**config.mk**
```make
export PLATFORM = sky130hd
export DESIGN_NAME = percept_seq_flat
export DESIGN_NICKNAME = d
export VERILOG_FILES = /design/src/rtl/percept_seq_if.sv /design/src/rtl/percept_seq.sv /design/src/flat_wrapper.sv
export SDC_FILE = /design/constraint.sdc
export NUM_CORES = 1
export LEC_CHECK = 0
export ABC_AREA = 1
export BUFFER_PORTS_ARGS = -buffer_cell sky130_fd_sc_hd__clkbuf_2
export CORE_UTILIZATION = 48
export DETAILED_ROUTE_END_ITERATION = 8
export GPL_TIMING_DRIVEN = 0
export PLACE_DENSITY_LB_ADDON = 0.15
export SYNTH_ARGS = -nofsm -noshare
export SYNTH_HDL_FRONTEND = slang
export SYNTH_SLANG_ARGS = --single-unit
```
**constraint.sdc**
```tcl
create_clock -name clk -period 1.5 [get_ports clk]
set_input_delay 0.3 -clock clk [delete_from_list [all_inputs] [get_ports clk]]
set_output_delay 0.3 -clock clk [all_outputs]
set_load 0.05 [all_outputs]
```
**src/rtl/percept_seq_if.sv**
```systemverilog
// Stream, result and percept-side signals shared by the sequencer and its environment.
// master is the sequencer's view; slave is the view of the store, consumer and percept.
interface percept_seq_if #(
  parameter int unsigned DW = 8,
  parameter int unsigned OW = 16
);
  logic          s_valid;
  logic          s_ready;
  logic [DW-1:0] s_in;
  logic [DW-1:0] s_weight;
  logic          p_clr;
  logic          p_write;
  logic [DW-1:0] p_in;
  logic [DW-1:0] p_weight;
  logic [OW-1:0] p_out;
  logic          r_valid;
  logic          r_ready;
  logic [OW-1:0] r_data;

  modport master (
    input  s_valid, s_in, s_weight, p_out, r_ready,
    output s_ready, p_clr, p_write, p_in, p_weight, r_valid, r_data
  );

  modport slave (
    output s_valid, s_in, s_weight, p_out, r_ready,
    input  s_ready, p_clr, p_write, p_in, p_weight, r_valid, r_data
  );
endinterface

```
**src/rtl/percept_seq.sv**
```systemverilog
// Batch sequencer for the percept MAC: clear, then setup/strobe each accepted pair,
// let the accumulator settle, and hand the captured result out on a valid/ready port.
module percept_seq #(
  parameter int unsigned N_INPUTS    = 4,
  parameter int unsigned WAIT_CYCLES = 2,
  parameter int unsigned DW          = 8,
  parameter int unsigned OW          = 16
) (
  input  logic          clk,
  input  logic          rst,
  percept_seq_if.master bus,
  output logic          busy
);
  localparam int unsigned CW      = $clog2(N_INPUTS + 1);
  // Zero settle cycles still needs one cycle to capture p_out.
  localparam int unsigned WaitLen = (WAIT_CYCLES == 0) ? 1 : WAIT_CYCLES;
  localparam int unsigned WW      = (WaitLen > 1) ? $clog2(WaitLen) : 1;

  typedef enum logic [2:0] {
    StIdle, StClear, StAccept, StSetup, StStrobe, StWait, StResult
  } state_e;

  state_e        state_q;
  logic [CW-1:0] count_q;
  logic [WW-1:0] wait_q;
  logic          s_ready_q, p_clr_q, p_write_q, r_valid_q, busy_q;
  logic [DW-1:0] p_in_q, p_weight_q;
  logic [OW-1:0] r_data_q;

  // All outputs are registered and set on entry to the state that owns them.
  always_ff @(posedge clk) begin
    if (rst) begin
      state_q    <= StIdle;
      count_q    <= '0;
      wait_q     <= '0;
      s_ready_q  <= 1'b0;
      p_clr_q    <= 1'b0;
      p_write_q  <= 1'b0;
      r_valid_q  <= 1'b0;
      busy_q     <= 1'b0;
      p_in_q     <= '0;
      p_weight_q <= '0;
      r_data_q   <= '0;
    end else begin
      unique case (state_q)
        StIdle: begin
          if (bus.s_valid) begin
            p_clr_q <= 1'b1;
            busy_q  <= 1'b1;
            state_q <= StClear;
          end
        end
        StClear: begin
          p_clr_q   <= 1'b0;
          count_q   <= '0;
          s_ready_q <= 1'b1;
          state_q   <= StAccept;
        end
        StAccept: begin
          if (bus.s_valid && s_ready_q) begin
            p_in_q     <= bus.s_in;
            p_weight_q <= bus.s_weight;
            s_ready_q  <= 1'b0;
            state_q    <= StSetup;
          end
        end
        StSetup: begin
          p_write_q <= 1'b1;
          state_q   <= StStrobe;
        end
        StStrobe: begin
          p_write_q <= 1'b0;
          count_q   <= count_q + 1'b1;
          if (count_q == CW'(N_INPUTS - 1)) begin
            wait_q  <= WW'(WaitLen - 1);
            state_q <= StWait;
          end else begin
            s_ready_q <= 1'b1;
            state_q   <= StAccept;
          end
        end
        StWait: begin
          if (wait_q == '0) begin
            r_data_q  <= bus.p_out;
            r_valid_q <= 1'b1;
            state_q   <= StResult;
          end else begin
            wait_q <= wait_q - 1'b1;
          end
        end
        StResult: begin
          if (bus.r_ready) begin
            r_valid_q <= 1'b0;
            if (bus.s_valid) begin
              p_clr_q <= 1'b1;
              state_q <= StClear;
            end else begin
              busy_q  <= 1'b0;
              state_q <= StIdle;
            end
          end
        end
        default: state_q <= StIdle;
      endcase
    end
  end

  assign bus.s_ready  = s_ready_q;
  assign bus.p_clr    = p_clr_q;
  assign bus.p_write  = p_write_q;
  assign bus.p_in     = p_in_q;
  assign bus.p_weight = p_weight_q;
  assign bus.r_valid  = r_valid_q;
  assign bus.r_data   = r_data_q;
  assign busy         = busy_q;
endmodule

```
**src/flat_wrapper.sv**
```systemverilog
// flat-port wrapper written by rule: the top's interface ports become plain ports
module percept_seq_flat 
#(
  parameter int unsigned N_INPUTS    = 4,
  parameter int unsigned WAIT_CYCLES = 2,
  parameter int unsigned DW          = 8,
  parameter int unsigned OW          = 16
)
  (clk, rst, busy, bus_s_valid, bus_s_in, bus_s_weight, bus_p_out, bus_r_ready, bus_s_ready, bus_p_clr, bus_p_write, bus_p_in, bus_p_weight, bus_r_valid, bus_r_data);
  percept_seq_if #(.DW(DW), .OW(OW)) bus_i ();
  input  logic clk;
  input  logic rst;
  output logic busy;
  input wire logic [$bits(bus_i.s_valid)-1:0] bus_s_valid;
  input wire logic [$bits(bus_i.s_in)-1:0] bus_s_in;
  input wire logic [$bits(bus_i.s_weight)-1:0] bus_s_weight;
  input wire logic [$bits(bus_i.p_out)-1:0] bus_p_out;
  input wire logic [$bits(bus_i.r_ready)-1:0] bus_r_ready;
  output wire logic [$bits(bus_i.s_ready)-1:0] bus_s_ready;
  output wire logic [$bits(bus_i.p_clr)-1:0] bus_p_clr;
  output wire logic [$bits(bus_i.p_write)-1:0] bus_p_write;
  output wire logic [$bits(bus_i.p_in)-1:0] bus_p_in;
  output wire logic [$bits(bus_i.p_weight)-1:0] bus_p_weight;
  output wire logic [$bits(bus_i.r_valid)-1:0] bus_r_valid;
  output wire logic [$bits(bus_i.r_data)-1:0] bus_r_data;
  assign bus_i.s_valid = bus_s_valid;
  assign bus_i.s_in = bus_s_in;
  assign bus_i.s_weight = bus_s_weight;
  assign bus_i.p_out = bus_p_out;
  assign bus_i.r_ready = bus_r_ready;
  assign bus_s_ready = bus_i.s_ready;
  assign bus_p_clr = bus_i.p_clr;
  assign bus_p_write = bus_i.p_write;
  assign bus_p_in = bus_i.p_in;
  assign bus_p_weight = bus_i.p_weight;
  assign bus_r_valid = bus_i.r_valid;
  assign bus_r_data = bus_i.r_data;
  percept_seq #(.N_INPUTS(N_INPUTS), .WAIT_CYCLES(WAIT_CYCLES), .DW(DW), .OW(OW)) u_core (.clk(clk), .rst(rst), .bus(bus_i), .busy(busy));
endmodule
```
* Word-level counts from Yosys, hierarchy flattened
Cells that the tools add are included.
** Word-level totals
- Flip-flop bits (word level) :: 44
- Input bits :: 36
- Output and inout port bits :: 37
- Logic and storage cells :: 70
** Operators by class
- $add $sub $neg :: 2
- Equal/unequal tests :: 14
- Mux-type cells :: 25
- Bitwise gates (word level) :: 1
- Reductions and logical operators :: 17
** Operator list (number)
- $pmux 3 s7 :: 1
- $mux 3 :: 5
- $mux 1 :: 12
- $ne 2x2->1 const B :: 5
- $reduce_bool 2->1 :: 5
- $eq 3x2->1 const B :: 3
- $eq 3x3->1 const B :: 3
- $pmux 1 s2 :: 4
- $reduce_and 2->1 :: 4
- $reduce_and 4->1 :: 2
- $pmux 1 s3 :: 2
- $pmux 3 s2 :: 1
- $reduce_and 3->1 :: 2
- $reduce_bool 3->1 :: 2
- $ne 2x1->1 const B :: 2
- $add 3x1->3 const B :: 1
- $eq 3x1->1 const B :: 1
- $logic_not 3->1 :: 1
- $logic_and 1x1->1 :: 1
- $not 1->1 :: 1
- $sub 1x1->1 const B :: 1

* Logic depth before layout (Yosys ltp)
- Depth after elaboration :: 3
- Depth in mapped cells :: 9
- Gate-level depth less buffers :: 8

* Least setup slack after synthesis
No wires, ideal clock.
- Path type :: register -> register
- Start point :: register u_core.s_ready_q (netlist: u_core.bus.s_ready)
- End point :: register u_core.p_in_q[6] (netlist: u_core.bus.p_in[6])
- Setup time :: 0.116 ns
- Arrival :: 1.391 ns
- Data required time :: 1.384 ns
- Setup slack :: -0.008 ns
- Stages on the path, launching flop included :: 7
- Path buffers :: 1
- Clock period less this slack :: 1.508 ns
- Cell sequence :: dfxtp_1 nand2_1 nor2_8 inv_4 buf_6 nor2_1 nor2_1
** Between the ends
- Cells in the longest elaborated chain, start to end :: 2
** Ends and longest elaborated chain
- start, declared :: RTL line percept_seq.sv:26 : logic s_ready_q, p_clr_q, p_write_q, r_valid_q, busy_q;
- start signal, assigned :: RTL line percept_seq.sv:36 : s_ready_q <= 1'b0;
- start signal, assigned :: RTL line percept_seq.sv:56 : s_ready_q <= 1'b1;
- start signal, assigned :: RTL line percept_seq.sv:63 : s_ready_q <= 1'b0;
- $logic_and 1x1->1 :: RTL line percept_seq.sv:60 : if (bus.s_valid && s_ready_q) begin
- $reduce_and 2->1 (no line)
- end signal, assigned :: RTL line percept_seq.sv:61 : p_in_q <= bus.s_in;
- end, declared :: RTL line percept_seq.sv:27 : logic [DW-1:0] p_in_q, p_weight_q;
No other way between the ends.
A chain may end at the register's enable or synchronous reset.

* Final worst setup path
- Start point :: register u_core.state_q[1]
- End point :: register u_core.r_data_q[9] (netlist: u_core.bus.r_data[9])
** Between the ends
- Cells in the longest elaborated chain, start to end :: 2
** Ends and longest elaborated chain
- start, declared :: RTL line percept_seq.sv:23 : state_e state_q;
- start signal, assigned :: RTL line percept_seq.sv:33 : state_q <= StIdle;
- start signal, assigned :: RTL line percept_seq.sv:50 : state_q <= StClear;
- start signal, assigned :: RTL line percept_seq.sv:57 : state_q <= StAccept;
- $eq 3x3->1 :: RTL line percept_seq.sv:45 : unique case (state_q)
- $reduce_and 2->1 (no line)
- end signal, assigned :: RTL line percept_seq.sv:84 : r_data_q <= bus.p_out;
- end, declared :: RTL line percept_seq.sv:28 : logic [OW-1:0] r_data_q;
No other way between the ends.

==> run_results.csv <==
group,metric,value,unit
outcome,status,"complete, no violations",
placed_design,dp_hpwl,3020,µm
routing,vias,1773,
clock_network,clkSinkCount,44,
worst_setup_path,path_class,"flop to flop",
cells_and_area,seq_area,882,µm²
cells_and_area,multi_input_area,820,µm²
timing,drv_slew,0,
worst_setup_path,cp_max_fo,10,
power,irDropWorstVdd,0.659,mV
yosys,syn_inst,233,
global_routing,grt_max_degree,14,
routing,drc,0,
worst_setup_path,reg2reg_setup_slack,170,ps
clock_network,cts_buffers,5,
worst_setup_path,end_kind,"flop",
cells_and_area,utilization,64.3,%
yosys,synth_edf_count,0,
cells_and_area,fin_area,0.00237,mm²
power,cellLeakagePower,0.00124,µW
floorplan,initial_core_util,50.1,%
clock_network,clk_path_buf_depth,2,
placed_design,dpl_cell_area,0.00226,mm²
timing,fin_setup_tns,0,ps
yosys,yosysSeqAreaShare,47.7,%
yosys,ys_seq_elements,44,
placed_design,io_buffer_count,71,
timing,fin_crit_sh,89.0,%
power,total_power,3210,µW
placed_design,gp_congestion,0.847,
cells_and_area,n_antenna_cell,0,
global_routing,grt_pass1_wl,6690,µm
routing,dr.pass1.iters,4,
clock_network,clockRootBuffer,"clkbuf_8",
min_path,hp-class,"primary input to flop",
floorplan,num_io_pins,73,
global_routing,grt_pass1_vias,1608,
timing,worstMarginPinSlew,365,ps
timing,period_needed,1330,ps
power,power.density,1350,mW/mm²
clock_network,clkSlewWorstSetupHoldPaths,80,ps
global_routing,antenna_found_initial,0,
global_routing,grt.overflow.total,0,
routing,drt_iter0_drc,120,
global_routing,grt.total_usage,20.7,%
yosys,synth.net_count,271,
timing,rsz0062_at_grt,"false",
clock_network,htreeDepth,2,
routing,vias_per_cell,4.93,
job,cap_violations,0,
timing,max_freq,749,MHz
cells_and_area,area_growth,28.4,%
placed_design,pre_cts_slack,102,ps
clock_network,clock_latency,280,ps
timing,hold_viol_final,0,
yosys,ys_warn_count,0,
clock_network,cts_resized,0,
yosys,async_flop_share,0,%
yosys,synth_ff_type,"dfxtp_1",
clock_network,cts_setup_buffers,0,
timing,layout_setup_ws,165,ps
floorplan,std_cell_rows,22,
cells_and_area,drive_above_1_share,32.7,%
routing,ant_nets,0,
worst_setup_path,arrival,1520,ps
worst_setup_path,cp-start-kind,"flop",
routing,wl,4020,µm
floorplan,die_w,64.1,µm
yosys,yosysUniqueCellTypes,30,
floorplan,core-area,0.00369,mm²
timing,slew_headroom,75.6,%
timing,finalClockSkew,4.55,ps
cells_and_area,final_nets,349,
routing,wl_per_cell,11.2,µm
floorplan,die_height,64.1,µm
floorplan,dieArea,0.00410,mm²
yosys,synth_area,0.00185,mm²
yosys,avgSynthCellArea,7.93,µm²
timing,setup-violations-final,0,
worst_setup_path,cp.required,1680,ps
clock_network,cts_tree,"built",
cells_and_area,fillerInstances,373,
clock_network,cts_hold_buf,0,
-- worst max-delay path, cell delays in order, from the launching register on --
cell,delay (ps)
dfxtp_1,300
buf_4,170
inv_4,100
nand3_4,110
nor2_8,170
inv_4,70
buf_6,140
nor2_1,100
nor2_1,60
-- cell usage after synthesis (2+ instances only) --
master / n / area, µm²
nor2_1: 71 / 267
dfxtp_1: 44 / 881
o21ai_0: 32 / 160
nand2_1: 20 / 75.1
a21oi_1: 10 / 50.1
inv_1: 10 / 37.5
nand3_1: 10 / 50.1
buf_6: 5 / 56.3
inv_4: 3 / 18.8
o21ai_1: 3 / 15.0
buf_4: 2 / 15.0
clkbuf_1: 2 / 7.51
ha_1: 2 / 25.0
nand2_2: 2 / 12.5
nor2_8: 2 / 40.0
-- metrics by stage --
stage / hold slack (ps) / instances
floorplan: 430 / 233
global placement: 436 / 352
detailed placement: 445 / 352
CTS: 228 / 360
global route: 232 / 360
finish: 232 / 360
-- layer usage --
metal / up-vias / global-route usage (%) / share of wire (%) / wire (µm)
li1: 910 / - / - / -
met1: 803 / 24.8 / 45 / 1820
met2: 54 / 34.7 / 47 / 1900
met3: 6 / 4.64 / 5.9 / 237
met4: 0 / 10.2 / 1.6 / 65
met5: - / 0 / 0 / 0
-- where the power goes --
part           internal, µW  total (µW)  switching (µW)  leakage [µW]
Clock                   494         871             377     0.0000552
Sequential             1270        1320            49.2      0.000356
Combinational           295        1020             720      0.000830
-- state kept, by name, summed over array words and instances (netlist names) --
signal / flops
u_core.count_q: 3
u_core.bus.p_weight: 8
u_core.busy: 1
u_core.bus.p_clr: 1
u_core.wait_q: 1
u_core.bus.s_ready: 1
u_core.bus.r_valid: 1
u_core.state_q: 3
u_core.bus.p_write: 1
u_core.bus.r_data: 16
u_core.bus.p_in: 8
-- cells in the final DEF (no fill, tap or decap) --
| master | netlist | routed |
|---|---|---|
| nor2_1 | 71 | 71 |
| dfxtp_1 | 44 | 43 |
| clkbuf_1 | 2 | 3 |
| o21ai_1 | 3 | 3 |
| clkbuf_2 | 0 | 71 |
| clkinv_2 | 0 | 1 |
| buf_6 | 5 | 5 |
| buf_2 | 1 | 1 |
| clkbuf_8 | 0 | 5 |
| nand3_4 | 1 | 1 |
| nand2_4 | 1 | 1 |
| or2_0 | 1 | 1 |
| nand3_2 | 1 | 1 |
| buf_1 | 1 | 1 |
| buf_4 | 2 | 2 |
| nor2_2 | 1 | 1 |
| nand3b_1 | 1 | 1 |
| inv_1 | 10 | 10 |
| nand3_1 | 10 | 10 |
| nand2_1 | 20 | 20 |
| clkinv_1 | 1 | 1 |
| o21ai_0 | 32 | 32 |
| a21oi_2 | 1 | 1 |
| inv_4 | 3 | 3 |
| bufinv_16 | 0 | 1 |
| o22ai_1 | 1 | 1 |
| ha_1 | 2 | 2 |
| nand2_2 | 2 | 2 |
| nor2_4 | 1 | 1 |
| dfxtp_2 | 0 | 1 |
| a21oi_1 | 10 | 10 |
| nand4_4 | 1 | 1 |
| nand4_2 | 1 | 1 |
| nor2_8 | 2 | 2 |
| nand4_1 | 1 | 1 |
-- layout make-up --
type	instances	area share, %
Sequential cell	44	37.2
Multi-Input combinational cell	164	34.5
Timing Repair Buffer	71	15.0
Buffer	11	3.69
Clock buffer	6	3.06
Inverter	14	2.53
Tap cell	48	2.53
Clock inverter	2	1.48
-- cell families after synthesis --
group                    Yosys count  synth area share [%]
AND/OR/NAND/NOR                  115                  30.0
AO/OA/AOI/OAI                     47                  13.0
flip-flops                        44                  47.7
buffers and inverters             25                  7.99
adder cells (fa/ha/maj)            2                  1.35
-- final timing paths --
| check | startpoint | end | depth (start not counted) |
|---|---|---|---|
| setup / recovery | u_core.state_q[1] | u_core.bus.r_data[9] | 8 |
| hold / removal | bus_p_out[3] | u_core.bus.r_data[3] | 3 |
| setup reg to reg | u_core.state_q[1] | u_core.bus.r_data[9] | 8 |
| hold reg to reg | u_core.busy | u_core.busy | 2 |
Note: power is estimated with default switching activity, not from simulation.
